===== config.mk =====
export PLATFORM = sky130hd
export DESIGN_NAME = mips_pipe_reg_chain
export DESIGN_NICKNAME = d
export VERILOG_FILES = /design/src/rtl/mips_pipe_reg_chain.sv
export SDC_FILE = /design/constraint.sdc
export NUM_CORES = 1
export LEC_CHECK = 0
export CAP_MARGIN = 15
export CORE_MARGIN = 5
export CORE_UTILIZATION = 48
export CTS_CLUSTER_DIAMETER = 100
export DETAILED_ROUTE_END_ITERATION = 6
export MAX_ROUTING_LAYER = met4
export PLACE_DENSITY = 0.78
export SKIP_CTS_REPAIR_TIMING = 1
export SYNTH_ARGS = -nofsm -noshare
export SYNTH_HDL_FRONTEND = slang
export SYNTH_SLANG_ARGS = --single-unit

===== constraint.sdc =====
create_clock -name clk -period 1.55 [get_ports clk]
set_input_delay 0.31 -clock clk [delete_from_list [all_inputs] [get_ports clk]]
set_output_delay 0.31 -clock clk [all_outputs]
set_load 0.01 [all_outputs]

===== src/rtl/mips_pipe_reg_chain.sv =====
// mips_pipe_reg_chain: valid+payload stage registers with hold/flush and automatic bubbles; PIPE_PERF_CNT_EN adds saturating stall/flush/bubble counters
module mips_pipe_reg_chain #(
    parameter int DATA_W = 64,
    parameter int STAGES = 4
`ifdef PIPE_PERF_CNT_EN
    ,parameter int CNT_W = 16
`endif
) (
    input  logic                     clk,
    input  logic                     reset_n,
    input  logic                     in_valid,
    input  logic [DATA_W-1:0]        in_data,
    output logic                     in_ready,
    input  logic [STAGES-1:0]        hold,
    input  logic [STAGES-1:0]        flush,
    output logic [STAGES-1:0]        out_valid,
    output logic [STAGES*DATA_W-1:0] out_data
`ifdef PIPE_PERF_CNT_EN
    ,output logic [CNT_W-1:0]        stall_cnt
    ,output logic [CNT_W-1:0]        flush_cnt
    ,output logic [CNT_W-1:0]        bubble_cnt
`endif
);
    logic [STAGES-1:0] eh, prev_eh, prev_v, bubble, valid_q, valid_d;
    logic [DATA_W-1:0] data_q [STAGES];
    logic [DATA_W-1:0] data_d [STAGES];
    logic [DATA_W-1:0] prev_d [STAGES];
    // a stage is effectively held if it or any later stage is held
    always_comb begin
        for (int i = 0; i < STAGES; i++) eh[i] = |(hold >> i);
    end
    assign in_ready = ~eh[0];
    assign prev_eh  = {eh[STAGES-2:0], 1'b0};
    assign prev_v   = {valid_q[STAGES-2:0], in_valid};
    always_comb begin
        prev_d[0] = in_data;
        for (int i = 1; i < STAGES; i++) prev_d[i] = data_q[i-1];
    end
    always_comb begin
        for (int i = 0; i < STAGES; i++) begin
            bubble[i]  = ~flush[i] & ~eh[i] & prev_eh[i];
            valid_d[i] = (flush[i] | bubble[i]) ? 1'b0 : eh[i] ? valid_q[i] : prev_v[i];
            data_d[i]  = (flush[i] | bubble[i]) ? '0 : eh[i] ? data_q[i] : prev_d[i];
        end
    end
    always_ff @(posedge clk or negedge reset_n) begin
        if (!reset_n) begin
            valid_q <= '0;
            for (int i = 0; i < STAGES; i++) data_q[i] <= '0;
        end else begin
            valid_q <= valid_d;
            for (int i = 0; i < STAGES; i++) data_q[i] <= data_d[i];
        end
    end
    assign out_valid = valid_q;
    for (genvar g = 0; g < STAGES; g++) begin : g_out
        assign out_data[g*DATA_W +: DATA_W] = data_q[g];
    end
`ifdef PIPE_PERF_CNT_EN
    logic [CNT_W-1:0] stall_q, flush_q, bubble_q, stall_d, flush_d, bubble_d;
    function automatic logic [CNT_W-1:0] sat_add(input logic [CNT_W-1:0] c, input logic [3:0] n);
        logic [CNT_W+3:0] s;
        s = {4'b0, c} + {{CNT_W{1'b0}}, n};
        return (|s[CNT_W+3:CNT_W]) ? '1 : s[CNT_W-1:0];
    endfunction
    always_comb begin
        stall_d  = sat_add(stall_q, {3'b0, eh[0]});
        flush_d  = sat_add(flush_q, 4'($countones(flush & valid_q)));
        bubble_d = sat_add(bubble_q, 4'($countones(bubble)));
    end
    always_ff @(posedge clk or negedge reset_n) begin
        if (!reset_n) begin
            stall_q  <= '0;
            flush_q  <= '0;
            bubble_q <= '0;
        end else begin
            stall_q  <= stall_d;
            flush_q  <= flush_d;
            bubble_q <= bubble_d;
        end
    end
    assign stall_cnt  = stall_q;
    assign flush_cnt  = flush_q;
    assign bubble_cnt = bubble_q;
`endif
endmodule


==> metrics.log <==
INFO  metric grt_pass1_vias = 8985
INFO  metric dpl_worst_slack = -0.483 ns
INFO  metric initialDrtViolationCount = 512
INFO  metric path_max_fanout = 3
INFO  metric tritoncts_clock_tree = built
INFO  metric route.detailed.drc = 0
INFO  metric fin_setup_tns = 0 ns
INFO  metric slowest_stage = sky130_fd_sc_hd__dfrtp_1
INFO  metric combinationalPowerShare = 0.075
INFO  metric grt_max_degree = 75
INFO  metric post-route-period-util = 0.956
INFO  metric floorplan.die.width = 164 um
INFO  metric initial_core_util = 0.486
INFO  metric io_pins = 336
INFO  metric cts_num_sinks = 260
INFO  metric stdcell_area = 17100 sq um
INFO  metric grt_pass1_wl = 52500 um
INFO  metric worstReg2RegStart = out_valid[0]
INFO  metric worstSetupStartpointType = register
INFO  metric finalClockSkew = 0.00823 ns
INFO  metric cp_slowest_stage_delay = 0.44 ns
INFO  metric grt_usage = 0.255
INFO  metric wl_per_cell = 22.1 um
INFO  metric drv_slew = 0
INFO  metric cp_required = 1.24 ns
INFO  metric detailedRoute.firstPassIterationCount = 4
INFO  metric die_y = 164 um
INFO  metric routed_wl = 34800 um
INFO  metric p_total = 15.0 mW
INFO  metric setup_ws = 0.0689 ns
INFO  metric clockPowerShare = 0.468
INFO  metric synth_area_per_cell = 12.8 sq um
INFO  metric number_of_distinct_library_cell_variants_in_the_gate_level_netlist_after_synthesis = 18
INFO  metric max_freq = 675 MHz
INFO  metric intPower = 11.7 mW
INFO  metric placementRows = 56
INFO  metric max_cap_violations = 0
INFO  metric power.switching_fraction = 0.223
INFO  metric status = finished clean
INFO  metric most_common_library_cell_in_the_layout_ignoring_fill_and_taps = sky130_fd_sc_hd__dlymetal6s2s_1
INFO  metric cp_num_buf_inv = 1
INFO  metric postRouteAntennaNets = 0
INFO  metric setup-violations-final = 0
INFO  metric worst-slew-pin-transition = 0.444 ns
INFO  metric tightest_slew_margin_relative_to_the_limit = 0.704
INFO  metric rsz0062_at_grt = false
INFO  metric netlist_area = 11400 sq um
INFO  metric hold_viol_final = 0
INFO  metric total_of_buffers_placed_on_input_and_output_ports = 335
INFO  metric core_ar = 23500 sq um
INFO  metric clock_tree.buffer_depth = 3
INFO  metric mostFrequentLayoutCells = sky130_fd_sc_hd__dlymetal6s2s_1, sky130_fd_sc_hd__dfrtp_1, sky130_fd_sc_hd__nand2b_1
INFO  metric rrSetupSlack = 0.41 ns
INFO  metric depth_of_the_worst_register_to_register_path = 3
INFO  metric dieArea = 27000 sq um
INFO  metric clk_transition_reported_paths = 0.06 ns
INFO  metric cts-htree-levels = 1
INFO  metric placedInstanceArea = 15500 sq um
INFO  metric area_growth_syn_to_layout = 50.2%
INFO  metric finalNetCount = 1309
INFO  metric routed-via-count = 8479
INFO  metric worstPathCellList = dlymetal6s2s_1
INFO  metric grt.overflow.total = 0
INFO  metric placed_cells = 1515
INFO  metric utilization = 0.731
INFO  metric number_of_flip_flops_and_latches_in_the_synthesized_netlist = 260
INFO  metric insertion_delay = 0.52 ns
INFO  metric finalWorstPathRequiredPeriod = 1.48 ns
INFO  metric signal_arrival_time_at_the_worst_endpoint = 1.17 ns
INFO  metric holdCritPathClass = input port to async pin
INFO  metric total_power_density_per_cell_area = 875 nW/um^2
INFO  metric finalNonFillerCells = 1576
INFO  metric critPathKind = register to output pin
INFO  metric synth_seq_area_share = 0.570
INFO  metric antenna_violations_before_repair = 1
INFO  metric cts_root_buffer = sky130_fd_sc_hd__clkbuf_16
INFO  metric hpwl = 23500 um
INFO  metric critPathTopFamily = flip-flops
INFO  metric timing.hold.ws = 0.254 ns
INFO  metric drt-vias-per-instance = 5.38
INFO  metric drive_gt1_frac = 0.114
INFO  metric post_synth_inst_count = 890
INFO  metric seqPwrFrac = 0.457
INFO  metric netSwitchingPower = 3.34 mW
INFO  metric yosys_warnings = 0
INFO  metric synth_fp_nets = 965
INFO  metric vdd_ir_drop_max = 0.751 mV
INFO  metric r2r-end = out_valid[1]
INFO  metric nature_of_the_critical_path_endpoint = output pin
INFO  metric cts_made_buffers = 29
INFO  metric p_leak = 11.8 nW
INFO  metric gp_weighted_congestion = 0.804
flip-flops by register name, summed over array words and instances (netlist names):
| name | flops |
|---|---|
| out_data | 256 |
| out_valid | 4 |
worst register-to-register path: cells and delay by family, from the launching register on:
kind	cells	cell delay [ns]
and+or+nand+nor	1	0.43
DFF	1	0.38
buffers and inverters	1	0.13
muxes	1	0.13
synthesized netlist by cell type, drive strengths merged:
master,instances,area (sq um)
a22o,106,928
buf,40,241
clkbuf,40,150
dfrtp,260,6510
mux2,24,270
mux2i,130,1300
nand2b,195,1220
nor2b,1,6.26
nor3,2,10.0
nor3b,24,180
nor4,2,25.0
o21ba,1,10.0
or3b,65,569
cell type report:
type / instances / area, sq um
Antenna cell: 1 / 2.50
Clock buffer: 41 / 811
Clock inverter: 12 / 169
Fill cell: 1536 / 6320
Multi-Input combinational cell: 550 / 4560
Sequential cell: 260 / 6510
Tap cell: 319 / 399
Timing Repair Buffer: 393 / 4700
metal layers:
layer / part of all wire / up-vias / track usage
met3: 0.068 / 67 / 0.0567
met1: 0.40 / 4292 / 0.322
met5: 0 / - / -
met2: 0.50 / 300 / 0.423
li1: - / 3820 / -
met4: 0.028 / 0 / 0.0595
logic make-up after synthesis:
| family | count (synthesis) | synth area share |
|---|---|---|
| AND/OR/NAND/NOR | 289 | 0.176 |
| flip-flops | 260 | 0.570 |
| multiplexers | 154 | 0.138 |
| AO/OA/AOI/OAI | 107 | 0.0822 |
| buffers and inverters | 80 | 0.0343 |
how the worst max path moves through the flow:
| stage | slack, ns | to | cells past startpoint | startpoint |
|---|---|---|---|---|
| 3_3_place_gp | -0.49 | in_ready | 3 | hold[3] |
| 2_1_floorplan | 0.08 | out_data[153] | 5 | flush[2] |
| 5_1_grt | 0.03 | out_data[77] | 1 | out_data[77] |
| 6_report | 0.07 | out_data[127] | 1 | out_data[127] |
| 4_1_cts | -0.48 | in_ready | 3 | hold[3] |
| 3_5_place_dp | -0.48 | in_ready | 3 | hold[3] |
power by group through the flow:
| stage | Sequential (mW) | Combinational (mW) | Clock, mW |
|---|---|---|---|
| global route | 6.86 | 1.22 | 7.48 |
| floorplan | 7.00 | 0.445 | 0 |
| CTS | 6.86 | 1.15 | 7.17 |
| finish | 6.86 | 1.13 | 7.02 |
| global placement | 6.98 | 1.13 | 0 |
| detailed placement | 6.99 | 1.15 | 0 |
Note: power is estimated with default switching activity, not from simulation.
==> patch, RTL diff (same flow settings) <==
The parameter `STAGES` goes from 4 to 8.
--- a/src/rtl/mips_pipe_reg_chain.sv
+++ b/src/rtl/mips_pipe_reg_chain.sv
@@ -3,3 +3,3 @@
     parameter int DATA_W = 64,
-    parameter int STAGES = 4
+    parameter int STAGES = 8
 `ifdef PIPE_PERF_CNT_EN
Ports: changed (resized flush, hold, out_data and out_valid); port bits go from 336 to 604. No check against the original RTL was run, so the function may have changed too.
==> patch against the unedited design <==
Routed wire length rose by 130%. Sequential cell count up 260. Global-route usage increased by 4.6 points. Combinational power rose by 43%. Design area up 89%. Fmax fell by 8.5%. Worst setup slack lost 0.14 ns. Largest cell class unchanged. Cell count rose by 120%. The run now ends with negative setup slack left. Total power is 87% higher. Synthesized area up 92%. Critical endpoint is now in_ready. Critical path type is now in2out.
==> patch: results (changes against the unedited design) <==
status:
  status: "complete, but fails checks"
  violations: "negative setup slack"
placement:
  place_ws_ns: -1.16  # -0.673 ns
  port_buffers: 603  # +80%
  gp_congestion: 0.907  # +13%
  hpwl_um: 54600  # +130%
  place_area_sq_mm: 0.0294  # +90%
pwr:
  vdd_drop_max_v: 0.000745  # -0.88%
  leakage_nw: 20.0  # +70%
routing:
  drt-initial-drc-count: 1852  # +260%
  drt_pre_antenna_iters: 7  # +3
  wl_per_cell_um: 23.5  # +6.6%
  route.vias.total: 20000  # +140%
synth:
  synth_nets: 2128  # +120%
  synth_ff_type: "dfrtp_1"
  synth_mux_area_frac: 0.0297  # -0.108
  synth-xor-area-share: 0  # unchanged
  ys_warn_count: 0  # unchanged
  ys_top_cells_by_area: "dfrtp_1 59%, o21ai_0 7.7%, a22o_1 6.4%"
  synth_common_cells: "520 x dfrtp_1, 339 x o21ai_0, 178 x nand2_1"
  synth_compound_area_frac: 0.163  # +0.0804
  seq_area_frac_synth: 0.593  # +0.0236
  yosysUniqueCellTypes: 29  # +11
clock_tree:
  numCtsBuffers: 54  # +86%
  clkLatencyLatePin_ns: 0.62  # +0.10 ns
  root_buffer: "clkbuf_16"
  htreeDepth: 2  # +1
worst_setup_path:
  crit_fanout: 2  # -1
  arrival_ns: 1.31  # +0.14 ns
  reg2regPathDepth: 4  # +1
sta:
  setup_viol: 2  # +2
  fin_worst_skew_ns: 0.0264  # +0.0181 ns
  layout_setup_ws_ns: -0.0693  # -0.138 ns
  slew_headroom: 0.415  # -0.288
grt:
  grt_max_degree: 81  # +8.0%
  grt_pass1_wl_um: 116000  # +120%
  grt_pass1_vias: 18600  # +110%
  grt.total_usage: 0.300  # +0.0456
layout:
  fill_cells: 3203  # +110%
  layout-drive-gt1-share: 0.232  # +0.119
  fin_nets: 2882  # +120%
  largest_reg_flops: 512  # +100%
## patch: logic make-up after synthesis
| family | Yosys count |
|---|---|
| mux | 65 |
| flops | 520 |
| simple gates | 601 |
| compound gates | 586 |
| buf+inv | 273 |
## patch: metrics by stage
| stage | utilization | cells | TNS, ns | total power [mW] |
|---|---|---|---|---|
| 6_report | 0.714 | 3441 | -0.0748 | 28.0 |
| 2_1_floorplan | - | 2045 | -7.09 | 14.5 |
| 4_1_cts | 0.688 | 3265 | -216.55 | 28.1 |
| 5_1_grt | 0.714 | 3441 | -0.566 | 28.9 |
| 3_5_place_dp | 0.650 | 3168 | -276.84 | 15.4 |
| 3_3_place_gp | 0.650 | 3168 | -266.27 | 15.4 |
## patch: area by class of cell
class,instances,area (sq um),share of cell area
clock inverters,19,226,0.00700
clock buffers,78,1500,0.0464
well taps,600,751,0.0232
inverters,65,244,0.00755
diodes,1,2.50,0.0000774
repair buffers,906,8670,0.268
flip-flops and latches,520,13000,0.403
multi-input cells,1252,7900,0.244
## patch: per-layer routing
metal | global-route usage | share of wire
met2 | 0.465 | 0.47
met4 | 0.121 | 0.055
met5 | - | 0
met1 | 0.402 | 0.40
met3 | 0.0468 | 0.070
## patch: final timing paths
check	from	end	slack, ns
hold reg to reg	out_data[456]$_DFFE_PN0P_	out_data[456]$_DFFE_PN0P_	0.50
hold / removal	reset_n	out_data[441]$_DFFE_PN0P_	0.15
max in group asynchronous	reset_n	out_data[111]$_DFFE_PN0P_	0.56
setup / recovery	hold[3]	in_ready	-0.07
setup reg to reg	out_data[254]$_DFFE_PN0P_	out_data[254]$_DFFE_PN0P_	0.56
min in group clk	flush[1]	out_data[65]$_DFFE_PN0P_	0.19
## patch: report_power, final
| part | internal, mW | leakage (nW) | total, mW | switching [mW] |
|---|---|---|---|---|
| sequential | 13.6 | 7.23 | 13.6 | 0.00339 |
| combinational | 0.590 | 11.9 | 1.62 | 1.03 |
| clock | 7.40 | 0.842 | 12.8 | 5.44 |
| total | 21.6 | 20.0 | 28.0 | 6.47 |
## patch: critical path, stage by stage
cell    delay [ns]
buf_6         0.10
or4_4         0.59
nor2_4        0.19
buf_6         0.12
